$ cat src/rtl/gf2m_pkg.sv
// Shared constants, state encoding and reduction helpers for the GF(2^163) digit-serial multiplier.
// f(x) = x^163 + x^7 + x^6 + x^3 + 1.
package gf2m_pkg;

   localparam int M        = 163;
   localparam int D        = 4;
   localparam int N_DIGITS = (M + D - 1) / D;
   localparam int PAD_W    = N_DIGITS * D;
   localparam int CNT_W    = $clog2(N_DIGITS);

   localparam logic [7:0] F_TAIL = 8'b1100_1001;

   typedef enum logic [1:0] {
      IDLE = 2'd0,
      RUN  = 2'd1,
      DONE = 2'd2
   } state_e;

   // Folds bits M..M+D-1 down with x^163 = x^7+x^6+x^3+1; one pass suffices since folds land at bit 10 or below.
   function automatic logic [M-1:0] gf_fold(input logic [M+D-1:0] v);
      logic [M+D-1:0] r;
      r = v;
      for (int i = M + D - 1; i >= M; i--) begin
         r[i-M +: 8] = r[i-M +: 8] ^ (r[i] ? F_TAIL : 8'h00);
      end
      return r[M-1:0];
   endfunction

   function automatic logic [CNT_W-1:0] top_digit(input logic [PAD_W-1:0] bp);
      logic [CNT_W-1:0] h;
      h = '0;
      for (int i = 0; i < N_DIGITS; i++) begin
         h = (|bp[i*D +: D]) ? CNT_W'(i) : h;
      end
      return h;
   endfunction

endpackage

$ cat src/rtl/gf2m_digit_step.sv
// One digit step of the multiplier: next = (acc*x^4 mod f) ^ (a*digit mod f).
// Purely combinational.
module gf2m_digit_step
   import gf2m_pkg::*;
(
   input  logic [M-1:0] acc_i,
   input  logic [M-1:0] a_i,
   input  logic [D-1:0] digit_i,
   output logic [M-1:0] acc_o
);

   logic [M+D-1:0] shifted_s;
   logic [M+D-1:0] pp_s;

   // Shifted accumulator and carry-free partial product, each reduced before the final combine.
   always_comb begin
      shifted_s = {acc_i, {D{1'b0}}};
      pp_s      = '0;
      for (int j = 0; j < D; j++) begin
         pp_s = pp_s ^ (digit_i[j] ? ({{D{1'b0}}, a_i} << j) : {(M+D){1'b0}});
      end
      acc_o = gf_fold(shifted_s) ^ gf_fold(pp_s);
   end

endmodule

$ cat src/rtl/gf2m_digit_mul.sv
// Digit-serial GF(2^163) multiplier controller: scans b MSB-first, 4 bits per clock.
// Optional GF_MUL_ZERO_SKIP_EN starts the scan at the highest nonzero digit of b.
module gf2m_digit_mul
   import gf2m_pkg::*;
(
   input  logic         clk,
   input  logic         rst_n,
   input  logic         in_valid_i,
   output logic         in_ready_o,
   input  logic [M-1:0] a_i,
   input  logic [M-1:0] b_i,
   output logic         out_valid_o,
   input  logic         out_ready_i,
   output logic [M-1:0] c_o,
   output logic         busy_o
);

   state_e             state_q;
   logic [M-1:0]       a_q;
   logic [M-1:0]       b_q;
   logic [M-1:0]       acc_q;
   logic [M-1:0]       acc_d;
   logic [M-1:0]       c_q;
   logic [CNT_W-1:0]   cnt_q;
   logic [CNT_W-1:0]   cnt_load_s;
   logic [PAD_W-1:0]   b_pad_s;
   logic [D-1:0]       digit_s;
   logic               out_valid_q;
   logic               busy_q;

   assign b_pad_s = {{(PAD_W-M){1'b0}}, b_q};
   assign digit_s = b_pad_s[int'(cnt_q)*D +: D];

`ifdef GF_MUL_ZERO_SKIP_EN
   assign cnt_load_s = top_digit({{(PAD_W-M){1'b0}}, b_i});
`else
   assign cnt_load_s = CNT_W'(N_DIGITS - 1);
`endif

   gf2m_digit_step u_step (
      .acc_i   (acc_q),
      .a_i     (a_q),
      .digit_i (digit_s),
      .acc_o   (acc_d)
   );

   // Control FSM with operand, accumulator, counter and output registers.
   always_ff @(posedge clk) begin
      if (!rst_n) begin
         state_q     <= IDLE;
         a_q         <= '0;
         b_q         <= '0;
         acc_q       <= '0;
         c_q         <= '0;
         cnt_q       <= '0;
         out_valid_q <= 1'b0;
         busy_q      <= 1'b0;
      end else begin
         case (state_q)
            IDLE: begin
               if (in_valid_i) begin
                  a_q     <= a_i;
                  b_q     <= b_i;
                  acc_q   <= '0;
                  cnt_q   <= cnt_load_s;
                  busy_q  <= 1'b1;
                  state_q <= RUN;
               end else begin
                  state_q <= IDLE;
               end
            end
            RUN: begin
               acc_q <= acc_d;
               if (cnt_q == '0) begin
                  c_q         <= acc_d;
                  out_valid_q <= 1'b1;
                  state_q     <= DONE;
               end else begin
                  cnt_q <= cnt_q - CNT_W'(1);
               end
            end
            DONE: begin
               if (out_ready_i) begin
                  out_valid_q <= 1'b0;
                  busy_q      <= 1'b0;
                  state_q     <= IDLE;
               end else begin
                  state_q <= DONE;
               end
            end
            default: begin
               out_valid_q <= 1'b0;
               busy_q      <= 1'b0;
               state_q     <= IDLE;
            end
         endcase
      end
   end

   assign in_ready_o  = (state_q == IDLE);
   assign out_valid_o = out_valid_q;
   assign busy_o      = busy_q;
   assign c_o         = c_q;

endmodule

$ cat config.mk
export PLATFORM = sky130hd
export DESIGN_NAME = gf2m_digit_mul
export DESIGN_NICKNAME = d
export VERILOG_FILES = /design/src/rtl/gf2m_pkg.sv /design/src/rtl/gf2m_digit_step.sv /design/src/rtl/gf2m_digit_mul.sv
export SDC_FILE = /design/constraint.sdc
export NUM_CORES = 2
export LEC_CHECK = 0
export BUFFER_PORTS_ARGS = -buffer_cell sky130_fd_sc_hd__buf_2
export CAP_MARGIN = 30
export CORE_ASPECT_RATIO = 0.6
export CORE_MARGIN = 5
export CORE_UTILIZATION = 53
export DETAILED_ROUTE_END_ITERATION = 6
export GPL_ROUTABILITY_DRIVEN = 0
export PLACE_DENSITY_LB_ADDON = 0.12
export SYNTH_ARGS = -nofsm -noshare
export SYNTH_HDL_FRONTEND = slang
export SYNTH_HIERARCHICAL = 1
export SYNTH_SLANG_ARGS = --single-unit
$ cat constraint.sdc
create_clock -name clk -period 4.8 [get_ports clk]
set_clock_uncertainty 0.1 [all_clocks]
set_input_delay 0.48 -clock clk [delete_from_list [all_inputs] [get_ports clk]]
set_output_delay 0.48 -clock clk [all_outputs]
set_load 0.02 [all_outputs]
# --- Yosys cells after proc, flatten, opt, wreduce, memory -nomap -nowiden ---
# Cells that the tools add are included.
word_totals:
  register_bits: 662
  inputBits: 330
op_classes:
  n_addsub: 1
  eq_ne: 6
  shift: 1
  n_mux: 26
  bitwise: 14
  n_reduce_logical: 9
op_table:
  columns: ["op", "n"]
  rows:
  - ["XOR 167 bit", 3]
  - ["2-to-1 mux 163 bit", 2]
  - ["case mux 163 bit (2 select lines)", 1]
  - ["2-to-1 mux 166 bit", 1]
  - ["2-to-1 mux 165 bit", 1]
  - ["2-to-1 mux 164 bit", 1]
  - ["variable part select 164 x 9 -> 4 bit", 1]
  - ["XOR 163 bit", 1]
  - ["2-to-1 mux 8 bit", 8]
  - ["XOR 8 bit", 8]
  - ["2-to-1 mux 6 bit", 2]
  - ["case mux 6 bit (2 select lines)", 1]
  - ["AND reduction 3 bit", 3]
  - ["inequality test 2 bit, second input constant", 4]
  - ["logical NOT 6 bit", 1]
  - ["case mux 1 bit (3 select lines)", 2]
  - ["case mux 2 bit (3 select lines)", 1]
  - ["AND reduction 2 bit", 3]
  - ["subtractor 6 x 1 -> 6 bit, second input constant", 1]
  - ["2-to-1 mux 1 bit", 4]
  - ["2-to-1 mux 2 bit", 2]
  - ["== test 2 x 1 -> 1 bit, second input constant", 1]
  - ["== test 2 bit, second input constant", 1]
  - ["logical NOT 2 bit", 1]
  - ["other kinds (2)", 3]

# --- Longest topological paths before layout ---
depth:
  depth_word: 12
  ltp_mapped: 17
  mapped_depth_nobuf: 11

# --- Modules after synthesis ---
# The synthesis kept the hierarchy.
by_module_without_submodules:
  columns: ["module", "instances", "cells_per_inst", "area_each_um2", "seq_area_each_um2"]
  rows:
  - ["gf2m_digit_mul", 1, 3078, 26141.3, 13252.7]
  - ["gf2m_digit_step", 1, 1382, 8773.4, 0.0]

# --- Least setup slack after synthesis ---
# No wires, ideal clock.
synth_timing:
  kind: "reg2reg"
  start: "reg cnt_q[0]"
  end: "reg acc_q[7]"
  setup_time_ps: 122
  arrival_ps: 2633
  required_ps: 4578
  path_slack_ps: 1945
  path_stages_with_launch: 13
  path_buffers: 2
  path_cell_list: "dfxtp_1 buf_6 mux4_2 and3b_1 o41ai_1 nand4_1 buf_6 nand2_1 xor2_2 xor2_2 xnor3_1 nand2_1 a21boi_0"
synth_between:
  elab_chain_cells: 11
synth_lines:
  columns: ["element", "line", "text"]
  rows:
  - ["start, declared", "gf2m_digit_mul.sv:24", "logic [CNT_W-1:0] cnt_q;"]
  - ["start signal, assigned", "gf2m_digit_mul.sv:65", "cnt_q <= cnt_load_s;"]
  - ["start signal, assigned", "gf2m_digit_mul.sv:79", "cnt_q <= cnt_q - CNT_W'(1);"]
  - ["variable part select 164 x 9 -> 4 bit *", "gf2m_digit_mul.sv:32", "assign digit_s = b_pad_s[int'(cnt_q)*D +: D];"]
  - ["via digit_s[1]", "gf2m_digit_mul.sv:27", "logic [D-1:0] digit_s;"]
  - ["2-to-1 mux 164 bit *", "gf2m_digit_step.sv:20", "pp_s = pp_s ^ (digit_i[j] ? ({{D{1'b0}}, a_i} << j) : {(M+D){1'b0}});"]
  - ["XOR 167 bit * (3 in a row)", "gf2m_digit_step.sv:20", null]
  - ["XOR 8 bit (3 in a row)", "gf2m_pkg.sv:24", "r[i-M +: 8] = r[i-M +: 8] ^ (r[i] ? F_TAIL : 8'h00);"]
  - ["XOR 8 bit *", "gf2m_pkg.sv:24", null]
  - ["XOR 163 bit *", "gf2m_digit_step.sv:22", "acc_o = gf_fold(shifted_s) ^ gf_fold(pp_s);"]
  - ["via acc_d[7]", "gf2m_digit_mul.sv:22", "logic [M-1:0] acc_d;"]
  - ["case mux 163 bit (2 select lines) *", "gf2m_digit_mul.sv:59", "case (state_q)"]
  - ["end signal, assigned", "gf2m_digit_mul.sv:53", "acc_q <= '0;"]
  - ["end signal, assigned", "gf2m_digit_mul.sv:64", "acc_q <= '0;"]
  - ["end signal, assigned", "gf2m_digit_mul.sv:73", "acc_q <= acc_d;"]
  - ["end, declared", "gf2m_digit_mul.sv:21", "logic [M-1:0] acc_q;"]
# Mark *: on every way through the listed nets, which the timed path passes. The rest lies on a longest branch.
# A chain may end at the register's enable or synchronous reset.

# --- Worst setup path in the final report ---
layout_timing:
  start: "reg cnt_q[0]"
  end: "reg acc_q[4]"
layout_lines:
  columns: ["element", "line"]
  rows:
  - ["variable part select 164 x 9 -> 4 bit *", "gf2m_digit_mul.sv:32"]
  - ["via digit_s[3]", "gf2m_digit_mul.sv:27"]
  - ["2-to-1 mux 166 bit *", "gf2m_digit_step.sv:20"]
  - ["XOR 167 bit *", "gf2m_digit_step.sv:20"]
  - ["XOR 8 bit (2 in a row)", "gf2m_pkg.sv:24"]
  - ["XOR 8 bit * (2 in a row)", "gf2m_pkg.sv:24"]
  - ["XOR 163 bit *", "gf2m_digit_step.sv:22"]
  - ["via acc_d[4]", "gf2m_digit_mul.sv:22"]
  - ["case mux 163 bit (2 select lines) *", "gf2m_digit_mul.sv:59"]
# Marked as above.

==> flow_summary_export.csv <==
group,metric,value,unit
layout,fill_cells,5938,
yosys,yosysSeqAreaShare,38.0,%
timing,relSlewSlack,22.5,%
timing,post-route-period-util,85.3,%
hold_path,hold_start,"b_i[146]",
clocking,hold_buffers,100,
worst_setup_path,critPathArrivalTime,4.51,ns
yosys,avgSynthCellArea,7.83,sq um
die,ios,496,
layout,nNetsFinal,5170,
timing,finalHoldWorstSlack,0.0339,ns
grt,grt_pass1_wl,161,mm
grt,grt.total_usage,27.4,%
clocking,clk-insertion-delay-late,0.61,ns
clocking,clock-sinks,662,
place,io_buffers,495,
clocking,cts_htree_levels,3,
power_and_ir_drop,leakagePower,14.5,nW
yosys,ys_ff_latch,662,
timing,fmax,244,MHz
timing,fin_ws,0.707,ns
worst_setup_path,worstPathCellList,"buf_4 -> mux4_2 -> mux2_2 -> nand2_1 -> o2111ai_4 -> buf_4 -> nand2_1 -> xnor3_1 -> xnor2_1 -> xnor2_1 -> nand2_1 -> a21boi_0",
die,core_area,64900,sq um
worst_setup_path,timing.rr.start,"cnt_q[0]",
die,rows,72,
grt,grt_start_max_net_pins,227,
yosys,synth_area,34900,sq um
timing,min_period,4.09,ns
power_and_ir_drop,peakVddDrop,311,uV
routing,viasPerCell,5.29,
worst_setup_path,critPathMostFrequentCell,"nand2_1",
layout,synthToLayoutAreaGrowth,16.6,%
routing,routed_wl,100,mm
yosys,ys_top_cells_by_count,"nand2_1, dfxtp_1, a21boi_0, xnor2_1, xor2_1",
hold_path,hold_class,"input pin to register",
timing,hold_viol_final,0,
worst_setup_path,cp_slowest_stage_delay,0.69,ns
clocking,clk_pin_slew_worst_paths,0.06,ns
place,dp.final_hpwl,66.9,mm
grt,grt_overflow,0,
worst_setup_path,worstSetupStartpoint,"cnt_q[0]",
worst_setup_path,critPathSlowestCell,"dfxtp_2",
yosys,yosysMostFrequentCell,"nand2_1",
worst_setup_path,path_class,"register to register",
die,die_w,341,um
grt,grt_pass1_vias,28732,
yosys,ys.flop_type,"dfxtp_1",
grt,antenna_found_initial,2,
clocking,cts_tree,"done",
timing,setup_viol,0,
place,dp_slack,0.732,ns
worst_setup_path,startpoint_type,"register",
routing,dr.pass1.iters,6,
layout,antenna_cells,0,
clocking,clockRootBuffer,"clkbuf_16",
routing,dr_total_vias,30318,
yosys,ys_async_sr_fraction,0,%
routing,wl_per_cell,17.5,um
job,max_cap_viol_count,0,
die,chipHeight,209,um
run_status,outcome,"completed",
die,start_util,53.8,%
timing,drv_slew,0,
clocking,cts_setup_buffers,0,
routing,drtIter0Drc,2542,
yosys,syn_inst,4460,
timing,worst_pin_slew,1.16,ns
yosys,synth_edf_count,0,
routing,route.detailed.drc,0,
yosys,yosys.area.top_type,"dfxtp_1",
clocking,ctsResizeCount,0,
worst_setup_path,path_max_fanout,27,
yosys,synthesis.nets,4792,
power_and_ir_drop,power_density,394,nW/um^2
yosys,synth_cell_types,56,
routing,antenna_left,0,
clocking,clock_path_buffers,3,
layout,drive_gt1_share,13.8,%
die,die-area,71300,sq um
yosys,yosys_warnings,6,
worst_setup_path,crit_required,5.22,ns
timing,tns,0,ns
yosys,synth_top_area_share,38.0,%
worst_setup_path,cp-end-kind,"register",
clocking,cts_inserted_buffers,66,
timing,rsz0062_at_grt,"false",
yosys,synthTopCellsByArea,"dfxtp_1, nand2_1, a21boi_0, xnor2_1, xor2_1",
-- cells by family (layout without fill, tap and decap cells) --
family	after synthesis	in the layout	synth area share, %
mux	65	65	2.43
buf+inv	331	755	4.68
flops	662	662	38.0
xor+xnor	661	661	16.9
simple gates	2046	2046	23.0
fa+ha+maj	2	2	0.0717
compound gates	693	693	14.9
-- metal layers --
| metal | share of wire, % | vias to the layer above | global-route usage (%) |
|---|---|---|---|
| met3 | 7.0 | 168 | 4.98 |
| met2 | 43 | 919 | 41.1 |
| met4 | 2.9 | 4 | 8.30 |
| met1 | 47 | 14212 | 40.3 |
| li1 | - | 15015 | - |
| met5 | 0.014 | - | 0 |
-- flip-flops by register name, summed over array words and instances, names as in the netlist --
register and cells:
acc_q 163, c_o 163, b_q 163, cnt_q 6, busy_o 1, state_q 2, out_valid_o 1, a_q 163
-- stage by stage --
step | cells | power [W] | util (%) | area, sq um
2_1_floorplan | 4460 | 0.00943 | - | 34900
3_3_place_gp | 5521 | 0.0105 | 57.7 | 37500
3_5_place_dp | 5521 | 0.0106 | 57.7 | 37500
4_1_cts | 5735 | 0.0161 | 62.8 | 40700
5_1_grt | 5735 | 0.0168 | 62.8 | 40700
6_report | 5735 | 0.0160 | 62.8 | 40700
-- power by group --
part / switching [W] / internal, W
logic: 0.00274 / 0.00153
clock network: 0.00226 / 0.00324
registers: 0.000386 / 0.00589
-- worst paths after layout --
kind / to / cells past startpoint / slack [ns]
worst min-delay path: b_q[146] / 3 / 0.03
worst max register to register: acc_q[4] / 12 / 0.71
worst max-delay path: acc_q[4] / 12 / 0.71
worst min register to register: c_o[130] / 2 / 0.35
-- cell type report --
cell class | instances | area, sq um | area share (%)
well taps | 851 | 1060 | 2.62
clock inverters | 20 | 282 | 0.691
repair buffers | 637 | 4050 | 9.96
flip-flops and latches | 662 | 13300 | 32.6
multi-input cells | 3467 | 20100 | 49.3
clock buffers | 94 | 1970 | 4.85
inverters | 4 | 15.0 | 0.0369
-- cell usage in the layout, fill, tap and decap left out, types with 3 or more instances in the layout --
cell           netlist  routed
nand2_1           1814    1814
dfxtp_1            662     660
a21boi_0           594     594
buf_2              166     494
xnor2_1            336     336
xor2_1             315     315
nand3_1            175     175
dlygate4sd3_1        0     100
clkbuf_16            0      71
a21boi_1            61      61
mux2i_1             48      48
buf_4               27      22
buf_12               0      20
mux4_2              13      13
clkbuf_1           118      12
clkinv_2             0      11
clkbuf_8             0      11
nor2_1              10       9
nand4_1              9       9
a21oi_1              8       8
nor2b_1              7       7
bufinv_16            0       7
xnor3_1              6       6
nor3_1               5       5
a22o_1               4       4
inv_1                4       4
a22oi_1              4       4
a221oi_1             3       3
o211ai_1             3       3
o41ai_1              3       3
nand3b_1             3       3
o21ai_0              3       3
nand2_2              3       3
xor2_2               3       3
-- worst max-delay path: cells and delay by family, from the launching register on --
| kind | cells | cell delay, ns |
|---|---|---|
| compound gates | 2 | 0.59 |
| xor+xnor | 3 | 0.66 |
| flops | 1 | 0.69 |
| mux | 2 | 0.81 |
| buf+inv | 2 | 0.85 |
| simple gates | 3 | 0.29 |
Power figures use the tool's default switching activity.
